==> src/rtl/seg7_scan_decoder.sv <==
// Receive side of a multiplexed 7-segment display: debounces scanned digits, decodes them, and emits frames on valid/ready.
// Optional macro SEG7_DP_CAPTURE_EN enables decimal-point capture; when undefined, seg_n[0] is ignored.
module seg7_scan_decoder #(
  parameter int unsigned DIGITS        = 8,
  parameter int unsigned STABLE_CYCLES = 4
) (
  input  logic                  clk,
  input  logic                  rst,
  input  logic [7:0]            seg_n,
  input  logic [DIGITS-1:0]     an_n,
  output logic [4*DIGITS-1:0]   out_hex,
  output logic [DIGITS-1:0]     out_blank,
  output logic [DIGITS-1:0]     out_err,
  output logic [DIGITS-1:0]     out_dp,
  output logic                  out_valid,
  input  logic                  out_ready,
  output logic                  overflow
);

  localparam int unsigned CW = $clog2(STABLE_CYCLES + 1);
  localparam int unsigned HW = 4 * DIGITS;
`ifdef SEG7_DP_CAPTURE_EN
  localparam int unsigned KW = DIGITS + 8;
`else
  localparam int unsigned KW = DIGITS + 7;
`endif
  localparam logic [CW-1:0] RUN_MAX  = CW'(STABLE_CYCLES);
  localparam logic [CW-1:0] RUN_LAST = CW'(STABLE_CYCLES - 1);

  // Reverse lookup of lit segments (a..g, active-high) to {blank, err, hex}
  function automatic logic [5:0] decode(input logic [6:0] segs);
    case (segs)
      7'b1111110: decode = {2'b00, 4'h0};
      7'b0110000: decode = {2'b00, 4'h1};
      7'b1101101: decode = {2'b00, 4'h2};
      7'b1111001: decode = {2'b00, 4'h3};
      7'b0110011: decode = {2'b00, 4'h4};
      7'b1011011: decode = {2'b00, 4'h5};
      7'b1011111: decode = {2'b00, 4'h6};
      7'b1110000: decode = {2'b00, 4'h7};
      7'b1111111: decode = {2'b00, 4'h8};
      7'b1111011: decode = {2'b00, 4'h9};
      7'b1110111: decode = {2'b00, 4'hA};
      7'b0011111: decode = {2'b00, 4'hB};
      7'b1001110: decode = {2'b00, 4'hC};
      7'b0111101: decode = {2'b00, 4'hD};
      7'b1001111: decode = {2'b00, 4'hE};
      7'b1000111: decode = {2'b00, 4'hF};
      7'b0000000: decode = {2'b10, 4'h0};
      default:    decode = {2'b01, 4'h0};
    endcase
  endfunction

  logic [KW-1:0]     r_prev;
  logic              r_prev_vld;
  logic [CW-1:0]     r_run;
  logic [DIGITS-1:0] r_mask;
  logic [HW-1:0]     r_slot_hex;
  logic [DIGITS-1:0] r_slot_blank;
  logic [DIGITS-1:0] r_slot_err;
  logic [HW-1:0]     r_out_hex;
  logic [DIGITS-1:0] r_out_blank;
  logic [DIGITS-1:0] r_out_err;
  logic              r_out_valid;
  logic              r_overflow;

  logic [KW-1:0]     w_key;
  logic              w_same;
  logic [CW-1:0]     w_run_nxt;
  logic              w_run_hit;
  logic [DIGITS-1:0] w_sel;
  logic              w_onehot;
  logic              w_commit;
  logic [5:0]        w_dec;
  logic [DIGITS-1:0] w_mask_nxt;
  logic              w_done;
  logic              w_load;
  logic [HW-1:0]     w_nxt_hex;
  logic [DIGITS-1:0] w_nxt_blank;
  logic [DIGITS-1:0] w_nxt_err;

`ifdef SEG7_DP_CAPTURE_EN
  logic [DIGITS-1:0] r_slot_dp;
  logic [DIGITS-1:0] r_out_dp;
  logic [DIGITS-1:0] w_nxt_dp;
  assign w_key = {an_n, seg_n};
`else
  logic w_unused_dp;
  assign w_key       = {an_n, seg_n[7:1]};
  assign w_unused_dp = seg_n[0];
`endif

  // Run-length filter: a commit fires once, on the edge the run reaches STABLE_CYCLES
  assign w_same    = r_prev_vld && (w_key == r_prev);
  assign w_run_nxt = !w_same ? CW'(1) : ((r_run == RUN_MAX) ? r_run : r_run + CW'(1));
  assign w_run_hit = w_same ? (r_run == RUN_LAST) : (STABLE_CYCLES == 1);

  assign w_sel    = ~an_n;
  assign w_onehot = (w_sel != '0) && ((w_sel & (w_sel - DIGITS'(1))) == '0);
  assign w_commit = w_run_hit && w_onehot;
  assign w_dec    = decode(~seg_n[7:1]);

  assign w_mask_nxt = r_mask | w_sel;
  assign w_done     = w_commit && (w_mask_nxt == {DIGITS{1'b1}});
  assign w_load     = w_done && (!r_out_valid || out_ready);

  // Slot contents including the digit being committed this edge
  always_comb begin
    w_nxt_hex   = r_slot_hex;
    w_nxt_blank = r_slot_blank;
    w_nxt_err   = r_slot_err;
`ifdef SEG7_DP_CAPTURE_EN
    w_nxt_dp    = r_slot_dp;
`endif
    for (int i = 0; i < DIGITS; i++) begin
      if (w_sel[i]) begin
        w_nxt_hex[4*i +: 4] = w_dec[3:0];
        w_nxt_blank[i]      = w_dec[5];
        w_nxt_err[i]        = w_dec[4];
`ifdef SEG7_DP_CAPTURE_EN
        w_nxt_dp[i]         = ~seg_n[0];
`endif
      end
    end
  end

  always_ff @(posedge clk) begin
    if (rst) begin
      r_prev     <= '0;
      r_prev_vld <= 1'b0;
      r_run      <= '0;
    end else begin
      r_prev     <= w_key;
      r_prev_vld <= 1'b1;
      r_run      <= w_run_nxt;
    end
  end

  always_ff @(posedge clk) begin
    if (rst) begin
      r_mask       <= '0;
      r_slot_hex   <= '0;
      r_slot_blank <= '0;
      r_slot_err   <= '0;
`ifdef SEG7_DP_CAPTURE_EN
      r_slot_dp    <= '0;
`endif
    end else if (w_commit) begin
      r_mask       <= w_done ? '0 : w_mask_nxt;
      r_slot_hex   <= w_nxt_hex;
      r_slot_blank <= w_nxt_blank;
      r_slot_err   <= w_nxt_err;
`ifdef SEG7_DP_CAPTURE_EN
      r_slot_dp    <= w_nxt_dp;
`endif
    end
  end

  // Output frame register with valid/ready handshake and sticky drop flag
  always_ff @(posedge clk) begin
    if (rst) begin
      r_out_hex   <= '0;
      r_out_blank <= '0;
      r_out_err   <= '0;
`ifdef SEG7_DP_CAPTURE_EN
      r_out_dp    <= '0;
`endif
      r_out_valid <= 1'b0;
      r_overflow  <= 1'b0;
    end else if (w_load) begin
      r_out_hex   <= w_nxt_hex;
      r_out_blank <= w_nxt_blank;
      r_out_err   <= w_nxt_err;
`ifdef SEG7_DP_CAPTURE_EN
      r_out_dp    <= w_nxt_dp;
`endif
      r_out_valid <= 1'b1;
    end else if (w_done) begin
      r_overflow  <= 1'b1;
    end else if (out_ready) begin
      r_out_valid <= 1'b0;
    end
  end

  assign out_hex   = r_out_hex;
  assign out_blank = r_out_blank;
  assign out_err   = r_out_err;
  assign out_valid = r_out_valid;
  assign overflow  = r_overflow;
`ifdef SEG7_DP_CAPTURE_EN
  assign out_dp    = r_out_dp;
`else
  assign out_dp    = '0;
`endif

endmodule

==> config.mk <==
export PLATFORM = sky130hd
export DESIGN_NAME = seg7_scan_decoder
export DESIGN_NICKNAME = d
export VERILOG_FILES = /design/src/rtl/seg7_scan_decoder.sv
export SDC_FILE = /design/constraint.sdc
export NUM_CORES = 1
export LEC_CHECK = 0
export ABC_AREA = 1
export CELL_PAD_IN_SITES_DETAIL_PLACEMENT = 1
export CELL_PAD_IN_SITES_GLOBAL_PLACEMENT = 2
export CORE_MARGIN = 3
export CORE_UTILIZATION = 27
export DETAILED_ROUTE_END_ITERATION = 16
export GPL_TIMING_DRIVEN = 1
export PLACE_DENSITY = 0.85
export REMOVE_ABC_BUFFERS = 1
export SLEW_MARGIN = 20
export SYNTH_ARGS = -nofsm -noshare
export SYNTH_HDL_FRONTEND = slang
export SYNTH_SLANG_ARGS = --single-unit
==> constraint.sdc <==
create_clock -name clk -period 1.79 [get_ports clk]
set_clock_uncertainty 0.05 [all_clocks]
set_input_delay 0.2685 -clock clk [delete_from_list [all_inputs] [get_ports clk]]
set_output_delay 0.2685 -clock clk [all_outputs]
set_load 0.01 [all_outputs]
After elaboration in Yosys (flattened, before gate mapping)
Cells that the tools add are included.
{"block": "totals", "ff_bits": 125, "inputBits": 19, "output_inout_bits": 58, "elab_cells": 90}
{"block": "op_classes", "add_sub_neg": 2, "n_eq_ne": 22, "muxes": 33, "n_bitwise": 6, "n_reduce_logical": 14}
{"operator": "6-bit one-hot mux with 17 select lines", "n": 1}
{"operator": "7-bit equality test (second input constant)", "n": 12}
{"operator": "4-bit two-way mux", "n": 8}
{"operator": "1-bit two-way mux", "n": 23}
{"operator": "7-bit by 6-bit equality test with 1-bit output (second input constant)", "n": 3}
{"operator": "15-bit equality test", "n": 1}
{"operator": "8-bit bitwise AND", "n": 1}
{"operator": "8-bit equality test (second input constant)", "n": 1}
{"operator": "8-bit zero test", "n": 1}
{"operator": "8-bit two-way mux", "n": 1}
{"operator": "8-bit NOT", "n": 1}
{"operator": "8-bit OR", "n": 1}
{"operator": "8-bit nonzero test", "n": 1}
{"operator": "8-bit by 1-bit subtractor with 8-bit output (second input constant)", "n": 1}
{"operator": "7-bit by 5-bit equality test with 1-bit output (second input constant)", "n": 1}
{"operator": "7-bit zero test", "n": 1}
{"operator": "7-bit NOT", "n": 1}
{"operator": "1-bit logical AND", "n": 5}
{"operator": "2-bit AND reduction", "n": 2}
{"operator": "3-bit by 1-bit adder with 3-bit output (second input constant)", "n": 1}
{"operator": "3-bit by 2-bit equality test with 1-bit output (second input constant)", "n": 1}
{"operator": "3-bit equality test (second input constant)", "n": 1}
{"operator": "2-bit by 1-bit inequality test with 1-bit output (second input constant)", "n": 1}
{"operator": "2-bit inequality test (second input constant)", "n": 1}
{"operator": "other kinds (5)", "n": 6}

Depth between registers and ports, before layout
Gate-level depths: netlist of run 1.
{"block": "logic_depth", "depth_word": 10, "mapped_depth": 15, "ltp_nobuf": 13}

Least setup slack after synthesis of run 1
OpenSTA, ideal clock, no wires.
{"block": "synth_timing", "path_type": "register to register", "start": "register r_run[0]", "end": "register r_out_hex[17], in the netlist out_hex[17]", "setup_ps": 112, "arrival_time_ps": 1637, "required_time_ps": 1628, "setup_slack_ps": -9, "stages_incl_launch_ff": 14, "path_buffers": 2, "period_less_slack_ps": 1799, "cell_sequence": "dfxtp_1 -> ha_1 -> ha_1 -> inv_1 -> a21oi_1 -> nand3_1 -> nor2_1 -> nand2_1 -> nor2_4 -> buf_6 -> buf_4 -> nand4_1 -> nor2_1 -> nor2_1"}
{"block": "synth_between", "elab_chain_len": 5}
{"item": "from (decl)", "line": "56", "source": "logic [CW-1:0] r_run;"}
{"item": "from (signal assigned)", "line": "135", "source": "r_run <= w_run_nxt;"}
{"item": "3-bit by 2-bit equality test with 1-bit output", "line": "96", "source": "assign w_run_hit = w_same ? (r_run == RUN_LAST) : (STABLE_CYCLES == 1);"}
{"item": "1-bit two-way mux", "line": "96"}
{"item": "1-bit logical AND", "line": "100", "source": "assign w_commit = w_run_hit && w_onehot;"}
{"item": "1-bit logical AND", "line": "104", "source": "assign w_done = w_commit && (w_mask_nxt == {DIGITS{1'b1}});"}
{"item": "1-bit logical AND", "line": "105", "source": "assign w_load = w_done && (!r_out_valid || out_ready);"}
{"item": "to (signal assigned)", "line": "171", "source": "r_out_hex <= w_nxt_hex;"}
{"item": "to (decl)", "line": "61", "source": "logic [HW-1:0] r_out_hex;"}
Every way passes these cells.
A chain may end at the register's enable or synchronous reset.

Worst setup path in the final report of run 1
{"block": "layout_timing", "start": "register r_run[0]", "end": "register r_slot_hex[22]"}
{"block": "layout_between", "elab_chain_len": 3}
{"item": "3-bit by 2-bit equality test with 1-bit output", "line": "96"}
{"item": "1-bit two-way mux", "line": "96"}
{"item": "1-bit logical AND", "line": "100"}
{"item": "to (signal assigned)", "line": "150", "source": "r_slot_hex <= w_nxt_hex;"}
{"item": "to (decl)", "line": "58", "source": "logic [HW-1:0] r_slot_hex;"}
Every way passes these cells.

==> summary.txt, run 1 <==
Run status
  – Status: finished with violations
  – Failing checks: setup timing

Power
  – P_int: slightly above 0.005 W
  – Clock share of power: between 40 and 50%
  – Static leakage: between 4 and 5 nW
  – Sw Ratio: a little over a quarter
  – Tot Pwr: 0.006901 W
  – VDD IR max: about 0.42 mV
  – Pwr/cell area: ~680 nW/µm²
  – NetSw: 0.001861 W
  – Combinational fraction of design power: about 10%
  – Seq pwr share: 40.8%

STA
  – Final Max Slew Viols: 0
  – Final TNS setup: -23240 ps
  – RSZ-0062 raised after global routing: yes
  – Hold WS: between 200 and 250 ps
  – Fmax achieved: between 400 and 500 MHz
  – Setup violators final: roughly 110
  – Tcrit/Tclk final: 120.5%
  – Final worst setup slack: -366.4 ps
  – Min Tclk post-route: 2156 ps
  – Count of final hold-check violations: 0

Clock tree
  – Clk slew on worst S/H paths: ~60 ps
  – H-tree depth: 4
  – Clock latency on the worst-skew pair: ~440 ps
  – Clk sinks: 125
  – CTS max path bufs: 2
  – CTS tree: done
  – Cts bufs inserted: 17
  – CTS root buf: clkbuf_16

Synthesis
  – Post-synth top area share: a little under two fifths
  – Synth cell types: 31
  – Synth Area per Inst: 6.053 µm²
  – Cell taking the most area after synthesis: dfxtp_1
  – EDFF count, synth: 0
  – Ys async rst share: 0%
  – Seq cells post-synth: 125
  – Synth Flop Type: dfxtp_1
  – Synth top area cells: dfxtp_1 38%, nand2_1 20%, nor2_1 13%
  – Synth Cell Area: about 6600 µm²
  – Commonest cells post-synth: 350 x nand2_1, 230 x nor2_1, 171 x inv_1
  – Syn. warnings: 0
  – Sequential area share after synthesis: a little under two fifths
  – Mapped Cells: 1086
  – Most frequent cell after synthesis: nand2_1

Worst hold path
  – HP Class: in2reg

Global routing
  – Grt peak-use layer: met2
  – Met1 Track Usage GR: between 20% and 30%
  – Vias in the first global route: 7594
  – Total GRT Usage: 19.02%
  – M3 GR Usage: under 10%
  – Met2 Use GR: about a third
  – First-pass GRT wire length: a little under 40 mm
  – Largest net degree at the start of global routing: 51
  – Initial antenna violation count: 0
  – Grt ovf: 0

Worst setup path
  – Critical Path AT: around 2400 ps
  – Reg2reg setup slack: -370 ps
  – Critical path peak fanout: 7
  – CP max stage delay: about 350 ps
  – Worst path cell trace: ha_4 -> ha_4 -> inv_2 -> a21oi_2 -> nand3_2 -> nor2_4 -> nand2_2 -> nor2_4 -> buf_12 -> buf_12 -> buf_12 -> nand2_4 -> nor2_1 -> nor2_1
  – Worst Setup Start Kind: flop
  – Cell mode on critical path: buf_12
  – CP Class: reg2reg
  – CP Capture Type: flop
  – CP max stage cell: dfxtp_2
  – CP bufs+invs: 4
  – CP top delay family: simple AND/OR/NAND/NOR gates
  – Required time of the critical path: about 2100 ps

Final layout
  – Layout Area Growth over Synthesis: 54.99%
  – Share of cells above drive strength 1: between 20% and 30%
  – Fill count: about 3000
  – Number of nets in the layout: 1299
  – Antenna Cells: 0
  – Finished Cell Area: roughly 10000 µm²
  – Cell Count, Final, Fillers Out: about 1600

Drt
  – Number of antenna-violating nets in the routed design: 0
  – DR iter-0 viols: 410
  – Avg WL per Cell: roughly 16 µm
  – Total number of vias: about 7300
  – Total Wirelength: between 20 and 30 mm
  – DR vias/cell: around 4.5
  – Total DRC errors in the routed layout: 0
  – DRT Pass-1 Iters: 4

Floorplan
  – Starting density of the core: between 20% and 30%
  – Die ar.: approximately 26000 µm²
  – Core area: 23680 µm²
  – Die Y: approximately 160 µm
  – Top Ports: 77
  – Die extent in x: between 150 and 200 µm
  – Row cnt: 56

Flow run
  – Max capacitance violation total: 0

Placement
  – DP HPWL: around 16 mm
  – PortBufs: 67
  – Placer Congestion: ~0.83
  – Placed cells: between 1500 and 2000
  – Area of placed instances: 8283 µm²
## timing repair
| item | 4_1_cts | 5_1_grt |
|---|---|---|
| resized for setup | 159 | 118 |
| endpoints found under the setup margin | 106 | 106 |
| cloned | 13 | 4 |
| pin swaps | 30 | 45 |
| buffers inserted | 19 | 16 |
| hold buffers | 0 | 0 |
## layout by cell type, fill, tap and decap left out, types with 6 or more instances in the layout
cell type	count
buf_6	13
o211a_1	8
nand2_4	11
nor2_4	21
nand2_1	282
clkbuf_16	17
o21ai_0	20
conb_1	8
inv_1	164
dlygate4sd2_1	11
buf_16	9
inv_2	19
buf_12	20
nor2_2	29
nand4_1	29
nand2_8	6
nand2_2	61
clkdlybuf4s50_1	52
a21oi_1	12
dfxtp_1	114
nor2_1	185
buf_4	103
nand3_1	21
o21ai_2	12
dfxtp_2	11
## worst reg2reg max path, cell delays in order (launching register included)
cell     delay [ps]
dfxtp_2         350
ha_4            140
ha_4            140
inv_2            40
a21oi_2         120
nand3_2         120
nor2_4          120
nand2_2          90
nor2_4          140
buf_12          130
buf_12          140
buf_12          130
nand2_4          70
nor2_1          170
nor2_1           90
## kinds of logic after synthesis
logic type | count (synthesis) | synth area share (%)
simple gates | 652 | 39.99
buf+inv | 241 | 15.63
flops | 125 | 38.07
compound gates | 62 | 5.424
fa+ha+maj | 3 | 0.5711
xor+xnor | 2 | 0.2665
other cells | 1 | 0.05704
## state kept, by name, summed over array words and instances, names as in the netlist, 3 cells and up
name          flops
out_blank         8
out_err           8
out_hex          32
r_mask            8
r_prev           15
r_run             3
r_slot_blank      8
r_slot_err        8
r_slot_hex       32
## routing by layer
metal	up-vias	share of wire, %
met5	-	0
met4	0	2.9
met3	48	4.3
met2	160	50
met1	3489	42
li1	3604	-
## power by group through the flow
stage / combinational (W) / clock (W) / sequential, W
finish: 0.000694 / 0.00339 / 0.00282
global route: 0.000754 / 0.00355 / 0.00282
CTS: 0.000637 / 0.00342 / 0.00281
detailed placement: 0.000606 / 0 / 0.00287
global placement: 0.000597 / 0 / 0.00287
floorplan: 0.000241 / 0 / 0.00287
## worst paths after layout
kind,from,endpoint,cells past startpoint
setup / recovery,r_run[0],r_slot_hex[22],14
hold / removal,seg_n[3],r_prev[2],3
setup reg to reg,r_run[0],r_slot_hex[22],14
hold reg to reg,r_mask[1],r_mask[1],2
## final cells by class
| cell class | instances | area (µm²) | share of cell area (%) |
|---|---|---|---|
| multi-input combinational | 731 | 3730 | 36.61 |
| sequential | 125 | 2516 | 24.70 |
| timing repair buffer | 217 | 2280 | 22.38 |
| inverter | 185 | 694.4 | 6.816 |
| clock buffer | 19 | 452.9 | 4.446 |
| tap | 319 | 399.1 | 3.917 |
| clock inverter | 13 | 116.4 | 1.142 |
## through the flow
stage	setup slack, ps	utilization (%)
after floorplan	-624.8	-
after global placement	-854.0	34.97
after detailed placement	-871.1	34.97
after CTS	-217.9	41.32
after global routing	-423.2	43.02
final	-366.4	43.02
Power figures use the tool's default switching activity.
==> run 2: changes to the inputs <==
SETUP_SLACK_MARGIN = 0.15   (was default)
TNS_END_PERCENT = 50   (was default)
==> run 2 against run 1 <==
  * The run still ends with setup timing left
  * Worst hold slack better by 6.0 ps
  * Sequential share of layout area is 0.097 points higher
  * Combinational power fell by 3.3%
  * Sequential cell count unchanged
  * Design area shrank 0.34%
  * Critical path type unchanged
==> summary.txt, run 2 (synthesized netlist as in run 1, its figures left out) <==
Global routing
  – Total GRT Usage: around 18%
  – Initial antenna violation count: 0
  – Largest net degree at the start of global routing: 51
  – Grt ovf: 0
  – Vias in the first global route: ~7500
  – First-pass GRT wire length: 37.48 mm

Run status
  – Status: finished with violations
  – Failing checks: setup timing

Drt
  – Met1 wire length: 11.29 mm
  – Total DRC errors in the routed layout: 0
  – Met2 WL post-DR: between 10 and 15 mm
  – Number of antenna-violating nets in the routed design: 0
  – DR iter-0 viols: 385
  – DRT Pass-1 Iters: 4
  – Top Layer Used: met4
  – Total number of vias: slightly above 7000
  – Total Wirelength: approximately 25 mm
  – DR vias/cell: around 4.5
  – Metal3 WL: approximately 900 µm
  – Avg WL per Cell: between 15 and 20 µm

Worst hold path
  – HP Class: in2reg

STA
  – Count of final hold-check violations: 0
  – Setup violators final: roughly 110
  – Fmax achieved: 476.2 MHz
  – Final Max Slew Viols: 0
  – Final worst setup slack: -309.9 ps
  – Min Tclk post-route: 2100 ps
  – RSZ-0062 raised after global routing: yes
  – Final TNS setup: -21180 ps
  – Tcrit/Tclk final: 117.3%

Worst setup path
  – CP Capture Type: flop
  – Critical path peak fanout: 11
  – Worst Setup Start Kind: flop
  – Required time of the critical path: 2080 ps
  – Critical Path AT: 2390 ps
  – CP Class: reg2reg

Final layout
  – Commonest non-fill, non-tap cell in the layout: nand2_1
  – Register Area: 2517 µm²
  – Post-layout util: approximately 43%
  – Layout Area Growth over Synthesis: 54.45%
  – Fill count: ~3000
  – Antenna Cells: 0
  – Multi-input combinational cell area: 3647 µm²
  – Share of cells above drive strength 1: about 28%
  – Most frequent cells in the layout: 285 x nand2_1, 188 x nor2_1, 163 x inv_1, 113 x dfxtp_1, 99 x buf_4
  – Number of nets in the layout: around 1300

Clock tree
  – CTS tree: done
  – Clk slew on worst S/H paths: around 60 ps
  – Clock latency on the worst-skew pair: 430 ps
  – CTS root buf: clkbuf_16
  – Post-CTS Hold Buffers: 0
  – H-tree depth: 4
  – Clk sinks: between 100 and 150
  – CTS max path bufs: 2
  – Cts bufs inserted: 17

Flow run
  – Max capacitance violation total: 0

Placement
  – PortBufs: 67
  – DP HPWL: 15.65 mm
  – Placer Congestion: 0.8256

Floorplan
  – Die Y: approximately 160 µm
  – Core area: roughly 24000 µm²
  – Die ar.: 26260 µm²
  – Top Ports: between 70 and 80
  – Die extent in x: around 160 µm
  – Starting density of the core: between 20% and 30%
  – Row cnt: 56

Power
  – Tot Pwr: 0.006842 W
  – Static leakage: approximately 5.6 nW
  – VDD IR max: about 0.47 mV
  – Pwr/cell area: 673.9 nW/µm²
[run 2: cell types whose count changed in the layout (fill, tap and decap cells not counted), sizes merged]
cell and delta:
clkdlybuf4s50 -48, dlymetal6s2s +27, dlygate4sd2 +20, buf -6
clkbuf +5, nand2 -2, bufbuf +1, clkdlybuf4s15 +1
[run 2: timing repair]
action	4_1_cts	5_1_grt
pin swaps	24	48
gates cloned	8	7
setup endpoints to repair	129	133
resized for setup	141	164
buffers inserted	16	10
[run 2: worst max-delay path, stage by stage, from the launching register on]
cell,delay (ps)
dfxtp_2,350
ha_4,140
ha_4,160
inv_2,40
a21oi_2,110
nand3_1,100
nor2_1,130
nand2_1,100
nor2_4,130
buf_12,130
buf_12,140
nand2_4,110
nand2_1,80
nand2_1,60
nor2_1,180
[run 2: power breakdown]
group | leakage (nW) | switching [W] | total, W | internal (W)
Sequential | 1.01 | 0.0000127 | 0.00282 | 0.00281
Combinational | 4.32 | 0.000421 | 0.000671 | 0.000250
Clock | 0.275 | 0.00137 | 0.00335 | 0.00198
[run 2: final cells by class]
type | count | area share (%)
clock buffer | 19 | 4.461
tap | 319 | 3.931
sequential | 125 | 24.79
clock inverter | 13 | 1.146
timing repair buffer | 217 | 22.91
inverter | 185 | 6.839
multi-input combinational | 729 | 35.92
[run 2: final timing paths]
path / startpoint / endpoint / slack, ps / depth (start not counted)
setup / recovery: r_run[1] / r_slot_hex[17] / -310 / 14
hold / removal: seg_n[3] / r_prev[2] / 240 / 3
setup reg to reg: r_run[1] / r_slot_hex[17] / -310 / 14
hold reg to reg: r_mask[2] / r_mask[2] / 400 / 2
[run 2: stage by stage]
stage          cells  hold slack, ps  worst slack [ps]  area, µm²
2_1_floorplan   1037           287.6            -624.8       6267
3_3_place_gp    1534           379.9            -854.0       8283
3_5_place_dp    1534           385.8            -871.1       8283
4_1_cts         1590           240.8            -211.9       9479
5_1_grt         1607           243.6            -371.5      10150
6_report        1607           241.0            -309.9      10150
[run 2: routing by layer]
metal / vias to the layer above / global-route usage [%]
met2: 141 / 31.20
met1: 3463 / 22.41
met5: - / 0
li1: 3595 / -
met3: 38 / 3.060
met4: 0 / 7.018
